**config.mk**
```make
export PLATFORM = sky130hd
export DESIGN_NAME = stream_mux_rr_flat
export DESIGN_NICKNAME = d
export VERILOG_FILES = /design/src/rtl/stream_mux_rr_pkg.sv /design/src/rtl/stream_mux_rr_if.sv /design/src/rtl/stream_mux_rr_pick.sv /design/src/rtl/stream_mux_rr.sv /design/src/flat_wrapper.sv
export SDC_FILE = /design/constraint.sdc
export NUM_CORES = 1
export LEC_CHECK = 0
export ABC_AREA = 1
export ABC_CLOCK_PERIOD_IN_PS = 5820
export CAP_MARGIN = 0
export CORE_MARGIN = 5
export CORE_UTILIZATION = 40
export CTS_BUF_LIST = sky130_fd_sc_hd__clkbuf_8
export CTS_CLUSTER_SIZE = 30
export DETAILED_ROUTE_END_ITERATION = 12
export PLACE_DENSITY = 0.77
export SLEW_MARGIN = 20
export SYNTH_ARGS = -nofsm -noshare
export SYNTH_HDL_FRONTEND = slang
export SYNTH_SLANG_ARGS = --single-unit
```
**constraint.sdc**
```tcl
create_clock -name clk -period 5.82 [get_ports clk]
set_input_delay 0.582 -clock clk [delete_from_list [all_inputs] [get_ports clk]]
set_output_delay 0.582 -clock clk [all_outputs]
set_load 0.02 [all_outputs]
```
**src/rtl/stream_mux_rr_pkg.sv**
```systemverilog
// stream_mux_pkg: mode encodings and counter width shared by the stream_mux_rr slice.
package stream_mux_pkg;
  localparam logic MODE_FIXED = 1'b0;
  localparam logic MODE_RR = 1'b1;
  localparam int XFER_CNT_W = 16;
endpackage

```
**src/rtl/stream_mux_rr_if.sv**
```systemverilog
// stream_mux_rr_if: N-channel input streams, select controls and the registered output stream.
interface stream_mux_rr_if #(
  parameter int NUM_CH = 16,
  parameter int WIDTH = 8
);
  localparam int SEL_W = $clog2(NUM_CH);
  logic mode;
  logic [SEL_W-1:0] sel;
  logic [NUM_CH*WIDTH-1:0] in_data;
  logic [NUM_CH-1:0] in_valid;
  logic [NUM_CH-1:0] in_ready;
  logic [WIDTH-1:0] out_data;
  logic [SEL_W-1:0] out_ch;
  logic out_valid;
  logic out_ready;
  modport master (
    output mode, sel, in_data, in_valid, out_ready,
    input in_ready, out_data, out_ch, out_valid
  );
  modport slave (
    input mode, sel, in_data, in_valid, out_ready,
    output in_ready, out_data, out_ch, out_valid
  );
endinterface

```
**src/rtl/stream_mux_rr_pick.sv**
```systemverilog
// rr_pick: combinational rotate-priority search starting at ptr+1, ptr itself searched last.
module rr_pick #(
  parameter int NUM_CH = 16,
  localparam int SEL_W = $clog2(NUM_CH)
) (
  input  logic [NUM_CH-1:0] req,
  input  logic [SEL_W-1:0]  ptr,
  output logic              gnt_valid,
  output logic [SEL_W-1:0]  gnt_idx
);
  always_comb begin
    gnt_valid = 1'b0;
    gnt_idx = '0;
    // walk from the farthest offset inward so the nearest requester wins
    for (int i = NUM_CH; i >= 1; i--) begin
      if (req[(int'(ptr) + i) % NUM_CH]) begin
        gnt_valid = 1'b1;
        gnt_idx = SEL_W'((int'(ptr) + i) % NUM_CH);
      end
    end
  end
endmodule

```
**src/rtl/stream_mux_rr.sv**
```systemverilog
// stream_mux_rr: registered N:1 valid/ready stream mux, fixed-select or round-robin.
// Optional transfer counter port xfer_cnt enabled by STREAM_MUX_XFER_COUNT_EN.
module stream_mux_rr
  import stream_mux_pkg::*;
#(
  parameter int NUM_CH = 16,
  parameter int WIDTH = 8
) (
  input logic clk,
  input logic reset,
`ifdef STREAM_MUX_XFER_COUNT_EN
  output logic [XFER_CNT_W-1:0] xfer_cnt,
`endif
  stream_mux_rr_if.slave bus
);
  localparam int SEL_W = $clog2(NUM_CH);
  logic [SEL_W-1:0] ptr, g, rr_idx, out_ch_q;
  logic [WIDTH-1:0] out_data_q;
  logic out_valid_q, rr_valid, fix_ok, grant, load_en, xfer;
  rr_pick #(.NUM_CH(NUM_CH)) u_pick (
    .req(bus.in_valid),
    .ptr(ptr),
    .gnt_valid(rr_valid),
    .gnt_idx(rr_idx)
  );
  always_comb begin
    load_en = !out_valid_q || bus.out_ready;
    fix_ok = (int'(bus.sel) < NUM_CH) && bus.in_valid[bus.sel];
    grant = (bus.mode == MODE_RR) ? rr_valid : fix_ok;
    g = (bus.mode == MODE_RR) ? rr_idx : bus.sel;
    bus.in_ready = (!reset && load_en && grant) ? NUM_CH'(1) << g : '0;
    xfer = |bus.in_ready;
    bus.out_data = out_data_q;
    bus.out_ch = out_ch_q;
    bus.out_valid = out_valid_q;
  end
  always_ff @(posedge clk) begin
    if (reset) begin
      out_valid_q <= 1'b0;
      out_data_q <= '0;
      out_ch_q <= '0;
      ptr <= SEL_W'(NUM_CH - 1);
    end else if (xfer) begin
      out_valid_q <= 1'b1;
      out_data_q <= bus.in_data[g*WIDTH +: WIDTH];
      out_ch_q <= g;
      ptr <= g;
    end else if (bus.out_ready) begin
      out_valid_q <= 1'b0;
    end
  end
`ifdef STREAM_MUX_XFER_COUNT_EN
  always_ff @(posedge clk)
    xfer_cnt <= reset ? '0 : xfer_cnt + XFER_CNT_W'(xfer);
`endif
endmodule

```
**src/flat_wrapper.sv**
```systemverilog
// flat-port wrapper written by rule: the top's interface ports become plain ports
module stream_mux_rr_flat import stream_mux_pkg::*;
#(
  parameter int NUM_CH = 16,
  parameter int WIDTH = 8
)
  (clk, reset, bus_mode, bus_sel, bus_in_data, bus_in_valid, bus_out_ready, bus_in_ready, bus_out_data, bus_out_ch, bus_out_valid);
  stream_mux_rr_if #(.NUM_CH(NUM_CH), .WIDTH(WIDTH)) bus_i ();
  input logic clk;
  input logic reset;
  input wire logic [$bits(bus_i.mode)-1:0] bus_mode;
  input wire logic [$bits(bus_i.sel)-1:0] bus_sel;
  input wire logic [$bits(bus_i.in_data)-1:0] bus_in_data;
  input wire logic [$bits(bus_i.in_valid)-1:0] bus_in_valid;
  input wire logic [$bits(bus_i.out_ready)-1:0] bus_out_ready;
  output wire logic [$bits(bus_i.in_ready)-1:0] bus_in_ready;
  output wire logic [$bits(bus_i.out_data)-1:0] bus_out_data;
  output wire logic [$bits(bus_i.out_ch)-1:0] bus_out_ch;
  output wire logic [$bits(bus_i.out_valid)-1:0] bus_out_valid;
  assign bus_i.mode = bus_mode;
  assign bus_i.sel = bus_sel;
  assign bus_i.in_data = bus_in_data;
  assign bus_i.in_valid = bus_in_valid;
  assign bus_i.out_ready = bus_out_ready;
  assign bus_in_ready = bus_i.in_ready;
  assign bus_out_data = bus_i.out_data;
  assign bus_out_ch = bus_i.out_ch;
  assign bus_out_valid = bus_i.out_valid;
  stream_mux_rr #(.NUM_CH(NUM_CH), .WIDTH(WIDTH)) u_core (.clk(clk), .reset(reset), .bus(bus_i));
endmodule
```
==> qor.csv, run 1 <==
stage,metric,value,unit
worst_setup_path,cell depth of the worst flop-to-flop path,34,
clock_tree,Post-CTS Hold Buffers,0,
yosys,syn avg cell area,4.83,um^2
grt,initial antenna violation count,0,
yosys,post-synth top area cell,nand2_1,
finish,share of layout cells above drive strength 1,0.0490,
pwr,NetSw,1.09,mW
status,status,completed,
clock_tree,TritonCTS Sinks,17,
timing,Slew HR,0.578,
timing,final setup vio count,0,
yosys,yosys warns,0,
finish,Final Cell Area,5930,um^2
clock_tree,cts repair resizes,0,
clock_tree,H-tree depth,1,
drt,wire length per cell,15.6,um
timing,Hold Fails Final Rpt,0,
floorplan,Top Ports,181,
finish,post-layout util,0.601,
pwr,Seq pwr share,0.082,
timing,RSZ-0062 raised after global routing,no,
yosys,Post-Synth Simple-Gate Area,0.656,
worst_setup_path,WP data required,5.24,ns
worst_setup_path,critical path's slowest cell,clkdlybuf4s50_1,
finish,Synth-to-Final Area Change,45.4,%
worst_setup_path,CP startpoint kind,register,
yosys,multiplexer area fraction after synthesis,0,
hold_path,hold endpoint,u_core.bus.out_ch[3],
yosys,post-synthesis sequential area ratio,0.0834,
yosys,top_reg_cell synth,dfxtp_1,
hold_path,WHS Path Cells,2,
yosys,xor and xnor area share after synthesis,0.0123,
pwr,Pwr Density,309,nW/um^2
floorplan,number of cell rows,36,
yosys,synthesized netlist cell count,845,
clock_tree,Bufs on Longest Clock Path,2,
clock_tree,Worst-Skew Late Latency,0.25,ns
grt,largest net degree at the start of global routing,65,
clock_tree,clk slew on worst S/H paths,0.06,ns
run,max-cap check violation count,0,
floorplan,chip width,111,um
timing,PnR worst setup slack,0.794,ns
timing,worst clock skew,0.00217,ns
place,number of buffers added on ports,180,
yosys,Synth Area in Compound Gates,0.110,
drt,WL final,17.7,mm
floorplan,die height,111,um
timing,fin crit share,0.864,
yosys,Synth area leaders,"nand2_1 (37%), nand3_1 (23%), dfxtp_1 (8.3%), a21oi_1 (6.5%), nor2_1 (4.5%)",
grt,Total GRT Usage,0.271,
yosys,Netlist cell types,33,
yosys,#FFs+latches synth,17,
drt,number of DRC markers in iteration 0,546,
worst_setup_path,critical path type,register to output pin,
worst_setup_path,slack of the worst reg-to-reg path,1.59,ns
worst_setup_path,Crit. End Element,output pin,
place,pre-CTS setup slack,1.13,ns
clock_tree,Inserted Clock Buffers,3,
finish,fillers,1033,
pwr,switching share of total power,0.594,
floorplan,die area,12300,um^2
grt,GR Overflow Total,0,
place,HPWL Detailed,14.2,mm
finish,# diodes,0,
floorplan,Core ar.,9860,um^2
floorplan,Initial Util,0.414,
hold_path,hold wc startpoint,u_core.bus.out_ch[3],
clock_tree,Root Buffer,clkbuf_8,
worst_setup_path,reg2reg end,u_core.bus.out_data[0],
place,GP Congestion,1.04,
drt,number of vias per cell,5.33,
finish,area taken by multi-input logic gates,3270,um^2
drt,drt drc,0,
grt,vias in the first global route,5741,
worst_setup_path,Reg-to-Reg Start,u_core.ptr[1],
yosys,number of synthesized flops with an enable pin,0,
worst_setup_path,CP arrival,4.44,ns
timing,setup_tns,0,ns
yosys,Async SR Flop Fraction,0,
yosys,cell area after synthesis,4080,um^2
timing,Tmin final,5.03,ns
yosys,syn nets,1004,
drt,vias,6033,
pwr,clock power share,0.047,
pwr,Tot Pwr,1.83,mW
clock_tree,CTS tree,built,
grt,global-route wire length before repair,28.0,mm
clock_tree,post-CTS setup buffer count,0,
yosys,Post-Synth Adder-Cell Area,0.0215,
pwr,Logic pwr share,0.872,
drt,Post-DRT Antenna Nets,0,
worst_setup_path,CP Max Fanout,12,
yosys,most instantiated library cell after synthesis,nand2_1,
drt,Pre-antenna DRT Iters,8,
yosys,main combinational cell family by area after synthesis,simple AND/OR/NAND/NOR gates,
worst_setup_path,"most used cell, CP",nand2_1,
finish,NumNets Final,1159,
timing,worst slew pin tran,0.629,ns
pwr,worst vdd ir,0.165,mV
yosys,cell types with the highest counts after synthesis,"nand2_1 (397), nand3_1 (184), a21oi_1 (53)",
worst_setup_path,"Largest stage delay, worst path",0.63,ns
timing,max-slew violations,0,
pwr,internal power,0.743,mW
timing,Max Fclk,199,MHz
finish,Reg area,340,um^2
pwr,Static Leak,2.97,nW
hold_path,Hold Crit Class,register to register,
yosys,Synth top area share,0.365,
place,DP Area,5890,um^2
==> critical path: cells and delay by family, from the launching register on <==
family	cells	cell delay (ns)
adder cells (fa/ha/maj)	1	0.32
buffers and inverters	3	1.26
flip-flops	1	0.31
AO/OA/AOI/OAI	1	0.17
AND/OR/NAND/NOR	23	2.11
==> final cells by class <==
class | instances | area share
clock buffer | 3 | 0.00696
clock inverter | 1 | 0.000633
inverter | 49 | 0.0310
timing repair buffer | 197 | 0.325
tap | 133 | 0.0280
sequential | 17 | 0.0574
multi-input combinational | 732 | 0.551
==> routing by layer <==
| metal | vias to the layer above | share of wire | global-route usage | wire length, um |
|---|---|---|---|---|
| li1 | 3040 | - | - | - |
| met1 | 2658 | 0.38 | 0.305 | 6790 |
| met2 | 278 | 0.49 | 0.495 | 8680 |
| met3 | 57 | 0.078 | 0.0524 | 1380 |
| met4 | 0 | 0.047 | 0.114 | 824 |
| met5 | - | 0 | 0 | 0 |
==> per-stage QoR <==
stage / hold WS, ns / std cells
floorplan: 0.543 / 845
global placement: 0.458 / 1128
detailed placement: 0.462 / 1128
CTS: 0.474 / 1132
global route: 0.490 / 1132
finish: 0.473 / 1132
==> placed cells by master (no fill, tap or decap), drive strengths merged, types with 3 or more instances in the layout <==
cell           instances
nand2                405
nand3                184
clkdlybuf4s50        180
a21oi                 55
nor2                  49
inv                   49
buf                   17
dfxtp                 17
o21ai                 11
ha                     7
o211ai                 4
o21a                   3
nor4                   3
clkbuf                 3
==> worst max-delay path by stage <==
stage | from | end | slack [ns] | cells past startpoint
after floorplan | u_core.ptr[0] | bus_in_ready[10] | 1.75 | 33
after global placement | u_core.ptr[1] | bus_in_ready[15] | 1.15 | 28
after detailed placement | u_core.ptr[1] | bus_in_ready[15] | 1.13 | 28
after CTS | u_core.ptr[1] | bus_in_ready[15] | 0.83 | 28
after global routing | u_core.ptr[1] | bus_in_ready[8] | 0.37 | 26
final | u_core.ptr[1] | bus_in_ready[13] | 0.79 | 28
==> registers in the layout (all words and copies together), names as in the netlist <==
name / count
u_core.bus.out_data: 8
u_core.bus.out_ch: 4
u_core.ptr: 4
u_core.bus.out_valid: 1
==> power groups by stage <==
stage	sequential, mW	clock [mW]	combinational (mW)
finish	0.150	0.0857	1.60
CTS	0.149	0.0856	1.58
global placement	0.152	0	1.58
floorplan	0.164	0	1.14
detailed placement	0.152	0	1.58
global route	0.151	0.0913	1.79
==> kinds of logic (layout without fill, tap and decap cells) <==
| logic type | Yosys count | in the layout |
|---|---|---|
| xor gates and xnor gates | 4 | 4 |
| adders and majority gates | 7 | 7 |
| DFF | 17 | 17 |
| buffers and inverters | 96 | 250 |
| and+or+nand+nor | 643 | 643 |
| AOI/OAI and AO/OA | 78 | 78 |
Power figures use the tool's default switching activity.
==> run 2, diff against run 1 <==
--- a/config.mk
+++ b/config.mk
@@ -13,6 +13,7 @@
 export CTS_BUF_LIST = sky130_fd_sc_hd__clkbuf_8
 export CTS_CLUSTER_SIZE = 30
 export DETAILED_ROUTE_END_ITERATION = 12
+export GPL_TIMING_DRIVEN = 0
 export PLACE_DENSITY = 0.77
 export SLEW_MARGIN = 20
 export SYNTH_ARGS = -nofsm -noshare
==> run 2 against run 1 <==
Power increased by 3.5%. First-iteration DRC count decreased by 29%. Critical endpoint is now bus_in_ready[15]. Critical path depth increased by 3. Global-route usage increased by 0.12 points. Largest cell class unchanged. Flip-flop and latch count unchanged. Largest power group unchanged.
==> qor.csv, run 2 (synthesis gave the netlist of run 1 again) <==
stage,metric,value,unit
worst_setup_path,CP arrival,4.87,ns
timing,fin crit share,0.937,
grt,Total GRT Usage,0.272,
finish,"commonest non-fill, non-tap cells in the layout","nand2_1 (395), nand3_1 (184), clkdlybuf4s50_1 (177)",
drt,Pre-antenna DRT Iters,5,
worst_setup_path,number of buffers and inverters on the critical path,6,
timing,Slew HR,0.644,
clock_tree,Inserted Clock Buffers,3,
finish,share of layout cells above drive strength 1,0.0672,
finish,post-layout util,0.618,
timing,Tmin final,5.45,ns
timing,Max Fclk,183,MHz
worst_setup_path,CP Max Fanout,13,
drt,Post-DRT Antenna Nets,0,
floorplan,number of cell rows,36,
worst_setup_path,Crit. End Element,output pin,
drt,number of vias per cell,5.22,
timing,worst clock skew,0.00350,ns
pwr,Static Leak,3.08,nW
timing,Hold Fails Final Rpt,0,
clock_tree,Bufs on Longest Clock Path,2,
status,status,completed,
finish,Synth-to-Final Area Change,49.4,%
worst_setup_path,critical path's slowest cell,clkdlybuf4s50_1,
timing,worst slew pin tran,0.530,ns
finish,max reg flops,8,
timing,RSZ-0062 raised after global routing,no,
drt,wire length per cell,15.2,um
worst_setup_path,WP data required,5.24,ns
grt,largest net degree at the start of global routing,14,
clock_tree,H-tree depth,1,
floorplan,chip width,111,um
floorplan,Top Ports,181,
hold_path,Hold Crit Class,register to register,
clock_tree,Worst-Skew Late Latency,0.25,ns
clock_tree,CTS tree,built,
grt,global-route wire length before repair,28.0,mm
worst_setup_path,CP startpoint kind,register,
grt,vias in the first global route,5781,
clock_tree,Root Buffer,clkbuf_8,
drt,drt drc,0,
run,max-cap check violation count,0,
timing,max-slew violations,0,
finish,"commonest non-fill, non-tap cell in the layout",nand2_1,
pwr,Pwr Density,311,nW/um^2
place,number of buffers added on ports,178,
drt,vias,6052,
worst_setup_path,"Largest stage delay, worst path",0.63,ns
drt,number of DRC markers in iteration 0,389,
worst_setup_path,"most used cell, CP",nand2_1,
timing,setup_tns,0,ns
grt,initial antenna violation count,0,
floorplan,die height,111,um
drt,WL final,17.6,mm
clock_tree,clk slew on worst S/H paths,0.06,ns
floorplan,Core ar.,9860,um^2
pwr,worst vdd ir,0.127,mV
worst_setup_path,"delay-heaviest family, CP",simple AND/OR/NAND/NOR gates,
clock_tree,post-CTS setup buffer count,0,
place,HPWL Detailed,14.7,mm
finish,fillers,1076,
grt,GR Overflow Total,0,
finish,NumNets Final,1187,
clock_tree,TritonCTS Sinks,17,
floorplan,die area,12300,um^2
clock_tree,Post-CTS Hold Buffers,0,
floorplan,Initial Util,0.414,
place,GP Congestion,0.961,
finish,# diodes,0,
timing,final setup vio count,0,
worst_setup_path,critical path type,register to output pin,
[run 2: per-stage QoR]
step	setup WS, ns	total power, mW	std cells	hold slack, ns	area, um^2
after detailed placement	0.318	1.78	1156	0.458	6030
after global routing	0.00220	2.10	1160	0.488	6100
after CTS	0.0610	1.87	1160	0.466	6070
after global placement	0.319	1.78	1156	0.456	6030
final	0.366	1.89	1160	0.463	6100
after floorplan	1.75	1.30	845	0.543	4080
[run 2: path summary, 6_finish.rpt]
check,slack (ns),depth (start not counted),from,endpoint
setup / recovery,0.37,31,u_core.ptr[1],bus_in_ready[15]
hold / removal,0.46,2,u_core.bus.out_ch[1],u_core.bus.out_ch[1]
setup reg to reg,1.45,31,u_core.ptr[1],u_core.bus.out_data[7]
hold reg to reg,0.46,2,u_core.bus.out_ch[1],u_core.bus.out_ch[1]
[run 2: metal layers]
layer	wire length (um)	track usage	vias to the layer above
met3	1460	0.0540	61
met4	827	0.118	0
met2	8600	0.497	254
met1	6750	0.305	2635
met5	0	0	-
li1	-	-	3102
[run 2: power by group]
part / switching (mW) / leakage [nW] / internal (mW) / total (mW)
Combinational: 1.05 / 2.92 / 0.612 / 1.66
Clock: 0.0382 / 0.0269 / 0.0467 / 0.0850
Sequential: 0.0138 / 0.141 / 0.135 / 0.148
[run 2: worst min-delay path, cell delays in order, from the launching register on]
cell	delay [ns]
dfxtp_1	0.31
nand2_1	0.06
a21oi_1	0.05
[run 2: what timing repair did]
action,CTS,global route
setup endpoints to repair,0,16
gates resized for setup,0,12
endpoints found under the hold margin,0,0
[run 2: final cells by class]
class	instances	area, um^2	share of cell area
inverters	49	184	0.0302
clock buffers	3	41.3	0.00677
flip-flops and latches	17	340	0.0558
well taps	133	166	0.0273
repair buffers	178	1780	0.293
clock inverters	1	3.75	0.000616
multi-input cells	732	3280	0.538
plain buffers	47	299	0.0490
==> run 3, diff against run 2 <==
--- a/config.mk
+++ b/config.mk
@@ -8,11 +8,12 @@
 export ABC_AREA = 1
 export ABC_CLOCK_PERIOD_IN_PS = 5820
 export CAP_MARGIN = 0
-export CORE_MARGIN = 5
+export CORE_MARGIN = 3
 export CORE_UTILIZATION = 40
 export CTS_BUF_LIST = sky130_fd_sc_hd__clkbuf_8
 export CTS_CLUSTER_SIZE = 30
 export DETAILED_ROUTE_END_ITERATION = 12
+export GPL_ROUTABILITY_DRIVEN = 0
 export GPL_TIMING_DRIVEN = 0
 export PLACE_DENSITY = 0.77
 export SLEW_MARGIN = 20
==> run 3 against run 2 <==
Flip-flop and latch count unchanged. Global-route usage increased by 2.4 points. Utilization unchanged. Critical path type unchanged. First-iteration DRC count increased by 8.0%. Critical path depth increased by 1.
==> qor.csv, run 3 (synthesis gave the netlist of run 1 again) <==
stage,metric,value,unit
status,status,completed,
clock_tree,Root Buffer,clkbuf_8,
finish,share of layout cells above drive strength 1,0.0672,
drt,WL final,17.4,mm
finish,Synth-to-Final Area Change,49.4,%
clock_tree,clk slew on worst S/H paths,0.07,ns
timing,setup_tns,0,ns
floorplan,Top Ports,181,
timing,worst slew pin tran,0.599,ns
worst_setup_path,cell depth of the worst flop-to-flop path,32,
place,number of buffers added on ports,178,
grt,vias in the first global route,5817,
floorplan,die height,107,um
worst_setup_path,Reg-to-Reg Start,u_core.ptr[0],
timing,final setup vio count,0,
drt,Post-DRT Antenna Nets,0,
grt,largest net degree at the start of global routing,14,
place,HPWL Detailed,14.5,mm
clock_tree,cts repair resizes,0,
finish,NumNets Final,1187,
grt,Total GRT Usage,0.296,
timing,worst clock skew,0.00195,ns
grt,initial antenna violation count,0,
worst_setup_path,critical path type,register to output pin,
timing,RSZ-0062 raised after global routing,no,
worst_setup_path,critical path's slowest cell,clkdlybuf4s50_1,
worst_setup_path,CP Max Fanout,10,
worst_setup_path,reg2reg end,u_core.bus.out_data[0],
pwr,Static Leak,3.10,nW
drt,vias,6053,
finish,"commonest non-fill, non-tap cell in the layout",nand2_1,
worst_setup_path,Crit. End Element,output pin,
worst_setup_path,CP arrival,4.96,ns
clock_tree,CTS tree,built,
timing,Hold Fails Final Rpt,0,
worst_setup_path,"delay-heaviest family, CP",simple AND/OR/NAND/NOR gates,
drt,number of DRC markers in iteration 0,420,
pwr,worst vdd ir,0.128,mV
worst_setup_path,"Largest stage delay, worst path",0.63,ns
finish,"commonest non-fill, non-tap cells in the layout","nand2_1 (397), nand3_1 (184), clkdlybuf4s50_1 (176)",
worst_setup_path,slack of the worst reg-to-reg path,1.51,ns
clock_tree,TritonCTS Sinks,17,
hold_path,Hold Crit Class,register to register,
run,max-cap check violation count,0,
grt,GR Overflow Total,0,
drt,wire length per cell,15.0,um
clock_tree,Inserted Clock Buffers,3,
timing,max-slew violations,0,
clock_tree,H-tree depth,1,
finish,# diodes,0,
floorplan,number of cell rows,36,
clock_tree,Post-CTS Hold Buffers,0,
timing,fin crit share,0.952,
hold_path,WHS Path Cells,2,
clock_tree,Worst-Skew Late Latency,0.25,ns
timing,Tmin final,5.54,ns
hold_path,hold endpoint,u_core.bus.out_ch[2],
worst_setup_path,CP startpoint kind,register,
floorplan,Initial Util,0.414,
clock_tree,post-CTS setup buffer count,0,
worst_setup_path,number of buffers and inverters on the critical path,7,
timing,Slew HR,0.598,
worst_setup_path,WP data required,5.24,ns
finish,max reg flops,8,
drt,Pre-antenna DRT Iters,5,
timing,Max Fclk,181,MHz
floorplan,Core ar.,9860,um^2
clock_tree,Bufs on Longest Clock Path,2,
drt,drt drc,0,
pwr,Pwr Density,313,nW/um^2
floorplan,chip width,107,um
worst_setup_path,"most used cell, CP",nand2_1,
pwr,Tot Pwr,1.91,mW
drt,number of vias per cell,5.22,
hold_path,hold wc startpoint,u_core.bus.out_ch[2],
floorplan,die area,11500,um^2
grt,global-route wire length before repair,27.6,mm
-- run 3: worst max path at each step --
| stage | start | endpoint | slack (ns) | cells past startpoint |
|---|---|---|---|---|
| after floorplan | u_core.ptr[0] | bus_in_ready[10] | 1.75 | 33 |
| after global placement | u_core.ptr[0] | bus_in_ready[4] | 0.43 | 31 |
| after detailed placement | u_core.ptr[0] | bus_in_ready[0] | 0.40 | 31 |
| after CTS | u_core.ptr[0] | bus_in_ready[0] | 0.12 | 31 |
| after global routing | u_core.ptr[0] | bus_in_ready[12] | 0.02 | 32 |
| final | u_core.ptr[0] | bus_in_ready[12] | 0.28 | 32 |
-- run 3: worst reg2reg max path, delay by kind of cell, from the launching register on --
family | cells | cell delay, ns
flops | 1 | 0.42
compound gates | 5 | 0.63
buf+inv | 7 | 1.22
fa+ha+maj | 1 | 0.39
simple gates | 19 | 1.58
-- run 3: final cells by class --
cell class | count | area, um^2
plain buffers | 47 | 299
inverters | 49 | 184
well taps | 133 | 166
clock buffers | 3 | 41.3
clock inverters | 1 | 5.00
multi-input cells | 732 | 3270
fillers | 1031 | 3770
flip-flops and latches | 17 | 342
repair buffers | 178 | 1790
-- run 3: stage by stage --
stage / util / worst slack [ns] / cells / area (um^2) / hold slack (ns)
final: 0.618 / 0.282 / 1160 / 6100 / 0.472
after global routing: 0.618 / 0.0194 / 1160 / 6100 / 0.498
after CTS: 0.616 / 0.124 / 1160 / 6080 / 0.476
after detailed placement: 0.611 / 0.403 / 1156 / 6030 / 0.463
after global placement: 0.611 / 0.430 / 1156 / 6030 / 0.455
after floorplan: - / 1.75 / 845 / 4080 / 0.543
-- run 3: power breakdown --
group	switching (mW)	total [mW]	internal, mW	leakage [nW]
logic	1.06	1.67	0.612	2.93
clock network	0.0428	0.0904	0.0476	0.0255
registers	0.0135	0.148	0.135	0.140
-- run 3: per-layer routing --
layer	track usage	share of wire	wire length [um]
met5	0	0	0
met1	0.350	0.41	7070
met3	0.0337	0.065	1130
met2	0.551	0.50	8740
met4	0.0977	0.029	505
